## src/rtl/baccarat_datapath.sv

```systemverilog
// Baccarat card-holding and scoring datapath: six card registers, combinational
// hand scores, and saturating win/loss/tie/round tallies driven by the result lights.
module baccarat_datapath #(
    parameter int TALLY_W = 8
) (
    input  logic               slow_clock,
    input  logic               reset,
    input  logic [3:0]         new_card,
    input  logic               load_pcard1,
    input  logic               load_pcard2,
    input  logic               load_pcard3,
    input  logic               load_dcard1,
    input  logic               load_dcard2,
    input  logic               load_dcard3,
    input  logic               player_win_light,
    input  logic               dealer_win_light,
    output logic [3:0]         pcard1_out,
    output logic [3:0]         pcard2_out,
    output logic [3:0]         pcard3_out,
    output logic [3:0]         dcard1_out,
    output logic [3:0]         dcard2_out,
    output logic [3:0]         dcard3_out,
    output logic [3:0]         pcard3,
    output logic [3:0]         pscore,
    output logic [3:0]         dscore,
    output logic [TALLY_W-1:0] player_wins,
    output logic [TALLY_W-1:0] dealer_wins,
    output logic [TALLY_W-1:0] ties,
    output logic [TALLY_W-1:0] rounds
);

    localparam logic [TALLY_W-1:0] TALLY_MAX = {TALLY_W{1'b1}};
    localparam logic [TALLY_W-1:0] TALLY_ONE = {{(TALLY_W-1){1'b0}}, 1'b1};

    logic [3:0]         pcard1_r, pcard2_r, pcard3_r;
    logic [3:0]         dcard1_r, dcard2_r, dcard3_r;
    logic               result_seen_r;
    logic [TALLY_W-1:0] player_wins_r, dealer_wins_r, ties_r, rounds_r;
    logic [3:0]         card_s;
    logic               new_round_s, bump_p_s, bump_d_s, bump_t_s;

    function automatic logic [3:0] sanitize(input logic [3:0] c);
        case (c)
            4'd0, 4'd14, 4'd15: sanitize = 4'd0;
            default:            sanitize = c;
        endcase
    endfunction

    function automatic logic [3:0] card_value(input logic [3:0] c);
        if (c >= 4'd1 && c <= 4'd9) card_value = c;
        else                        card_value = 4'd0;
    endfunction

    // Raw sum never exceeds 27, so mod 10 needs at most two subtractions.
    function automatic logic [3:0] hand_score(input logic [3:0] a, input logic [3:0] b,
                                              input logic [3:0] c);
        logic [4:0] sum;
        sum = {1'b0, card_value(a)} + {1'b0, card_value(b)} + {1'b0, card_value(c)};
        if (sum >= 5'd20)      sum = sum - 5'd20;
        else if (sum >= 5'd10) sum = sum - 5'd10;
        else                   sum = sum;
        hand_score = sum[3:0];
    endfunction

    function automatic logic [TALLY_W-1:0] sat_inc(input logic [TALLY_W-1:0] x,
                                                   input logic en);
        if (en && x != TALLY_MAX) sat_inc = x + TALLY_ONE;
        else                      sat_inc = x;
    endfunction

    // Decode incoming card and classify the rising edge of the result lights.
    always_comb begin
        card_s      = sanitize(new_card);
        new_round_s = (player_win_light | dealer_win_light) & ~result_seen_r;
        bump_t_s    = new_round_s & player_win_light & dealer_win_light;
        bump_p_s    = new_round_s & player_win_light & ~dealer_win_light;
        bump_d_s    = new_round_s & dealer_win_light & ~player_win_light;
    end

    // Card registers; loading the first player card starts a fresh round.
    always_ff @(posedge slow_clock or posedge reset) begin
        if (reset) begin
            pcard1_r <= 4'd0; pcard2_r <= 4'd0; pcard3_r <= 4'd0;
            dcard1_r <= 4'd0; dcard2_r <= 4'd0; dcard3_r <= 4'd0;
        end else begin
            if (load_pcard1) pcard1_r <= card_s;
            if (load_pcard2)      pcard2_r <= card_s;
            else if (load_pcard1) pcard2_r <= 4'd0;
            if (load_pcard3)      pcard3_r <= card_s;
            else if (load_pcard1) pcard3_r <= 4'd0;
            if (load_dcard1)      dcard1_r <= card_s;
            else if (load_pcard1) dcard1_r <= 4'd0;
            if (load_dcard2)      dcard2_r <= card_s;
            else if (load_pcard1) dcard2_r <= 4'd0;
            if (load_dcard3)      dcard3_r <= card_s;
            else if (load_pcard1) dcard3_r <= 4'd0;
        end
    end

    // Round tallies count once per light assertion and saturate independently.
    always_ff @(posedge slow_clock or posedge reset) begin
        if (reset) begin
            result_seen_r <= 1'b0;
            player_wins_r <= {TALLY_W{1'b0}};
            dealer_wins_r <= {TALLY_W{1'b0}};
            ties_r        <= {TALLY_W{1'b0}};
            rounds_r      <= {TALLY_W{1'b0}};
        end else begin
            result_seen_r <= player_win_light | dealer_win_light;
            player_wins_r <= sat_inc(player_wins_r, bump_p_s);
            dealer_wins_r <= sat_inc(dealer_wins_r, bump_d_s);
            ties_r        <= sat_inc(ties_r, bump_t_s);
            rounds_r      <= sat_inc(rounds_r, new_round_s);
        end
    end

    assign pcard1_out  = pcard1_r;
    assign pcard2_out  = pcard2_r;
    assign pcard3_out  = pcard3_r;
    assign dcard1_out  = dcard1_r;
    assign dcard2_out  = dcard2_r;
    assign dcard3_out  = dcard3_r;
    assign pcard3      = pcard3_r;
    assign pscore      = hand_score(pcard1_r, pcard2_r, pcard3_r);
    assign dscore      = hand_score(dcard1_r, dcard2_r, dcard3_r);
    assign player_wins = player_wins_r;
    assign dealer_wins = dealer_wins_r;
    assign ties        = ties_r;
    assign rounds      = rounds_r;

endmodule

```

## config.mk

```make
export PLATFORM = sky130hd
export DESIGN_NAME = baccarat_datapath
export DESIGN_NICKNAME = d
export VERILOG_FILES = /design/src/rtl/baccarat_datapath.sv
export SDC_FILE = /design/constraint.sdc
export NUM_CORES = 1
export LEC_CHECK = 0
export ABC_CLOCK_PERIOD_IN_PS = 4200
export CAP_MARGIN = 20
export CORE_MARGIN = 5
export CORE_UTILIZATION = 50
export CTS_BUF_LIST = sky130_fd_sc_hd__clkbuf_16
export CTS_CLUSTER_SIZE = 30
export DETAILED_ROUTE_END_ITERATION = 12
export PLACE_DENSITY = 0.9
export SYNTH_ARGS = -nofsm -noshare
export SYNTH_HDL_FRONTEND = slang
export SYNTH_SLANG_ARGS = --single-unit
```

## constraint.sdc

```tcl
create_clock -name slow_clock -period 4.2 [get_ports slow_clock]
set_input_delay 0.84 -clock slow_clock [delete_from_list [all_inputs] [get_ports slow_clock]]
set_output_delay 0.84 -clock slow_clock [all_outputs]
set_load 0.02 [all_outputs]
```

Yosys cells after proc, flatten, opt, wreduce, memory -nomap -nowiden
Index checks and enable logic that the tools add are counted.
Operators by class
  reduce and logical (&&, ||, !) cells: 17
  equal/unequal tests: 6
  add/subtract/negate cells: 12
  $lt $le $gt $ge: 16
  muxes and demuxes: 17
  bitwise gates (word level): 10
Operators with widths (count)
  $mux W4: 17
  $add A8 B1 Y8 const B: 4
  $ne A8 B8 Y1 const B: 4
  $ge A4 B1 Y1 const B: 6
  $le A4 B4 Y1 const B: 6
  $add A4 B4 Y5: 2
  $add A5 B4 Y5: 2
  $ge A5 B4 Y1 const B: 2
  $ge A5 B5 Y1 const B: 2
  $logic_and A1 B1 Y1: 10
  $reduce_bool A2 Y1: 5
  $eq A4 B4 Y1 const B: 2
  $sub A4 B3 Y4 const B: 2
  $sub A4 B4 Y4 const B: 2
  $and A1 B1 Y1: 6
  $logic_not A4 Y1: 1
  $not A1 Y1: 3
  $reduce_or A3 Y1: 1
  $or A1 B1 Y1: 1
Word-level totals
  output and inout bits: 68
  flip-flop bits (word level): 57

Depth between registers and ports, before layout
  word-level depth: 8
  gate-level depth with buffers: 12
  gate-level depth less buffers: 12

Worst setup path after synthesis
OpenSTA, ideal clock, no wires.
  path type: flip-flop to output port
  from: register dcard2_r[3] (netlist: dcard2_out[3])
  to: output dscore[3]
  data required time: 3.360 ns
  cell stages (with the launch flop): 13
  path slack: -0.028 ns
  arrival time: 3.388 ns
  path buffers: 0
  path through: dfrtp_1 o21ai_0 and2_1 fa_1 ha_1 fa_1 xor2_1 inv_1 ha_1 nor3b_1 nor2_1 mux2i_1 o41ai_1
Between the ends
  cells in the longest elaborated chain, start to end: 8
  elaborated cells on any way between the ends: 12
RTL lines
  from (decl): line 36  | logic [3:0] dcard1_r, dcard2_r, dcard3_r;
  from (signal assigned): line 93  | if (load_dcard2) dcard2_r <= card_s;
  $ge A4 B1 Y1 or $le A4 B4 Y1 (tied branches): line 50  | if (c >= 4'd1 && c <= 4'd9) card_value = c;
  $logic_and A1 B1 Y1: line 50
  $mux W4 (*): line 50
  $add A4 B4 Y5 (*): line 58  | sum = {1'b0, card_value(a)} + {1'b0, card_value(b)} + {1'b0, card_value(c)};
  $add A5 B4 Y5 (*): line 58
  $sub A4 B4 Y4 or $ge A5 B4 Y1 (tied branches): line 60  | else if (sum >= 5'd10) sum = sum - 5'd10;
  $mux W4: line 60
  $mux W4 (*): line 59  | if (sum >= 5'd20) sum = sum - 5'd20;
  to (decl): line 25  | output logic [3:0] dscore,
Mark *: on every way between the ends. The rest lies on a longest branch, timed or not.

Worst setup path in the final report
  from: register dcard2_r[1] (netlist: dcard2_out[1])
  to: output dscore[1]
The elaborated chain is that of the path after synthesis.

==> flow_metrics.tcl <==
set metrics [dict create \
    run_status "complete, but fails checks" \
    failed_checks "setup timing" \
    cts_hold_buf 0 \
    slew_headroom 0.2416 \
    arrival_ns 3.41 \
    power_switching_w 0.0009686 \
    root_buffer "clkbuf_16" \
    via_per_inst 5.588 \
    pwr-share-seq 0.293 \
    grt_pass1_wl_um 16260 \
    dpl_cell_area_mm2 0.004690 \
    syn_inst 344 \
    timing.final.crit_share 1.011 \
    post-place-ws_ns -0.3612 \
    slew_viol_final 0 \
    ios 82 \
    clockBufferDepth 2 \
    finClkSkew_ns 0.008639 \
    yosys_warnings 0 \
    antenna_cells 0 \
    final_common_cell "clkdlybuf4s50_1" \
    cts_buffers 9 \
    antenna_found_initial 0 \
    crit_type "register to output pin" \
    synth_seq_cells 57 \
    regArea_mm2 0.001433 \
    postSynthAreaPerCell_um2 10.15 \
    hold_class "register to register" \
    grt_max_degree 48 \
    placed_cells 554 \
    crit_path_max_fanout 3 \
    whs_ns 0.4964 \
    timing.final.ws_setup_ns -0.04687 \
    end_kind "output pin" \
    maxCapViolations 0 \
    htreeDepth 3 \
    synthArstFlopShare 1.000 \
    final_cells 578 \
    power.share.clock 0.257 \
    tightest_slew_ns 1.127 \
    ir_drop_uv 404.9 \
    syn2layout_area_growth_pct 49.34 \
    grt_use_total 0.2337 \
    vias 3230 \
    cts.clk_slew.worst_paths_ns 0.05 \
    post-route-min-period_ns 4.247 \
    power_density_mw_per_mm2 506.7 \
    setup_violations 1 \
    hold_violations 0 \
    wl_per_cell_um 17.21 \
    synthesis.area_mm2 0.003492 \
    fill_cells 427 \
    rsz0062_at_grt "true" \
    die_x_um 93.57 \
    design.die.area_mm2 0.008755 \
    grt_pass1_vias 3424 \
    switching_share 0.3666 \
    start_kind "register" \
    cts_tree "yes" \
    p_int_w 0.001674 \
    gr-total-overflow 0 \
    core_mm2 0.006794 \
    antenna_left 0 \
    wl_um 9949 \
    drcViolationCount 0 \
    critPathRequiredTime_ns 3.36 \
    multiInputGateArea_mm2 0.002143 \
    initial_core_util 0.5140 \
    final_cell_mix "clkdlybuf4s50_1, dfrtp_1, buf_4" \
    portBuffers 81 \
    drt_iter0_markers 109 \
    gp_congestion 0.8938 \
    die_y_um 93.57 \
    ys_types 53 \
    synth_nets 384 \
    first_pass_iters 4 \
    dp_hpwl_um 6826 \
    fin_nets 519 \
    drive_gt1_frac 0.2510 \
    rows 30 \
    ys_seq_area_frac 0.4085 \
    p_comb_frac 0.450 \
    clk_latency_ns 0.32 \
    leakage_nw 2.322 \
    fmax_mhz 235.5 \
    design_area_mm2 0.005215 \
    synthFlopType "dfrtp_1" \
    synth_edf_count 0 \
    cts.sinks 57 \
]
==> kinds of logic (layout without fill, tap and decap cells) <==
group,count (synthesis),after routing,synth area share
and+or+nand+nor,127,127,0.2021
buffers and inverters,23,161,0.03010
DFF,57,57,0.4085
AOI/OAI and AO/OA,74,74,0.1412
adders and majority gates,26,26,0.1147
muxes,17,17,0.05339
xor gates and xnor gates,20,20,0.05016
==> power groups by stage <==
stage	logic (W)	clock network (W)	registers, W
2_1_floorplan	0.000486	0	0.000879
3_3_place_gp	0.00107	0	0.000767
3_5_place_dp	0.00111	0	0.000772
4_1_cts	0.00116	0.000687	0.000768
5_1_grt	0.00129	0.000713	0.000794
6_report	0.00119	0.000680	0.000774
==> per-layer routing <==
metal  GRT usage  wire length (um)  part of all wire
met3     0.07321               699             0.070
met1      0.2693              3901              0.39
met5           0                 0                 0
met2      0.4133              5129              0.52
met4     0.07220               218             0.022
==> layout make-up <==
class	count	share of cell area
Clock buffer	9	0.04319
Clock inverter	5	0.009357
Inverter	15	0.01080
Multi-Input combinational cell	264	0.4110
Sequential cell	57	0.2747
Tap cell	96	0.02303
Timing Repair Buffer	132	0.2279
==> stage by stage <==
| stage | util | total power, W | setup TNS (ns) |
|---|---|---|---|
| final | 0.7676 | 0.002642 | -0.04687 |
| after global routing | 0.7676 | 0.002795 | -0.2451 |
| after CTS | 0.7529 | 0.002612 | -0.01743 |
| after detailed placement | 0.6902 | 0.001884 | -0.7267 |
| after global placement | 0.6902 | 0.001832 | -0.2958 |
| after floorplan | - | 0.001365 | 0 |
==> repair_timing <==
| item | 4_1_cts | 5_1_grt |
|---|---|---|
| endpoints found under the setup margin | 6 | 6 |
| pin swaps | 10 | 9 |
| setup buffers | 8 | 1 |
| gates resized for setup | 46 | 33 |
==> sequential cells by signal (all words and copies together) (netlist names) <==
signal	flops
rounds	8
dcard3_out	4
dcard2_out	4
dealer_wins	8
pcard2_out	4
dcard1_out	4
pcard1_out	4
player_wins	8
pcard3	4
ties	8
result_seen_r	1
==> synthesized netlist by cell type, types with 9 or more instances <==
cell type,number,share of area
nor2b_1,12,0.021
a21oi_1,10,0.014
and2_1,9,0.016
nor2_1,15,0.016
dfrtp_1,57,0.41
nand2b_1,20,0.036
fa_1,10,0.057
xnor2_1,10,0.025
inv_1,14,0.015
nand3_1,12,0.017
o21ai_0,27,0.039
xor2_1,10,0.025
nand2_1,27,0.029
ha_1,16,0.057
==> final timing paths <==
kind                                      startpoint                         end  slack, ns  cells after the start
setup reg to reg                 ties[0]$_DFFE_PP0P_         ties[1]$_DFFE_PP0P_       2.64                      5
min in group asynchronous                      reset  dealer_wins[6]$_DFFE_PP0P_       0.77                      2
setup / recovery           dcard2_out[1]$_DFFE_PP0P_                   dscore[1]      -0.05                     12
hold / removal                   ties[4]$_DFFE_PP0P_         ties[4]$_DFFE_PP0P_       0.50                      1
max in group asynchronous                      reset   dcard3_out[3]$_DFFE_PP0P_       2.72                      4
hold reg to reg                  ties[4]$_DFFE_PP0P_         ties[4]$_DFFE_PP0P_       0.50                      1
==> critical path, stage by stage (launching register included) <==
cell      delay (ns)
dfrtp_1         0.43
nor2b_4         0.15
fa_1            0.50
ha_4            0.19
fa_2            0.35
xor2_2          0.21
inv_2           0.06
ha_2            0.17
nor3b_4         0.14
or4_1           0.39
a211o_1         0.28
o211ai_2        0.07
buf_6           0.14
No activity file was read; power rests on OpenSTA's default activity.
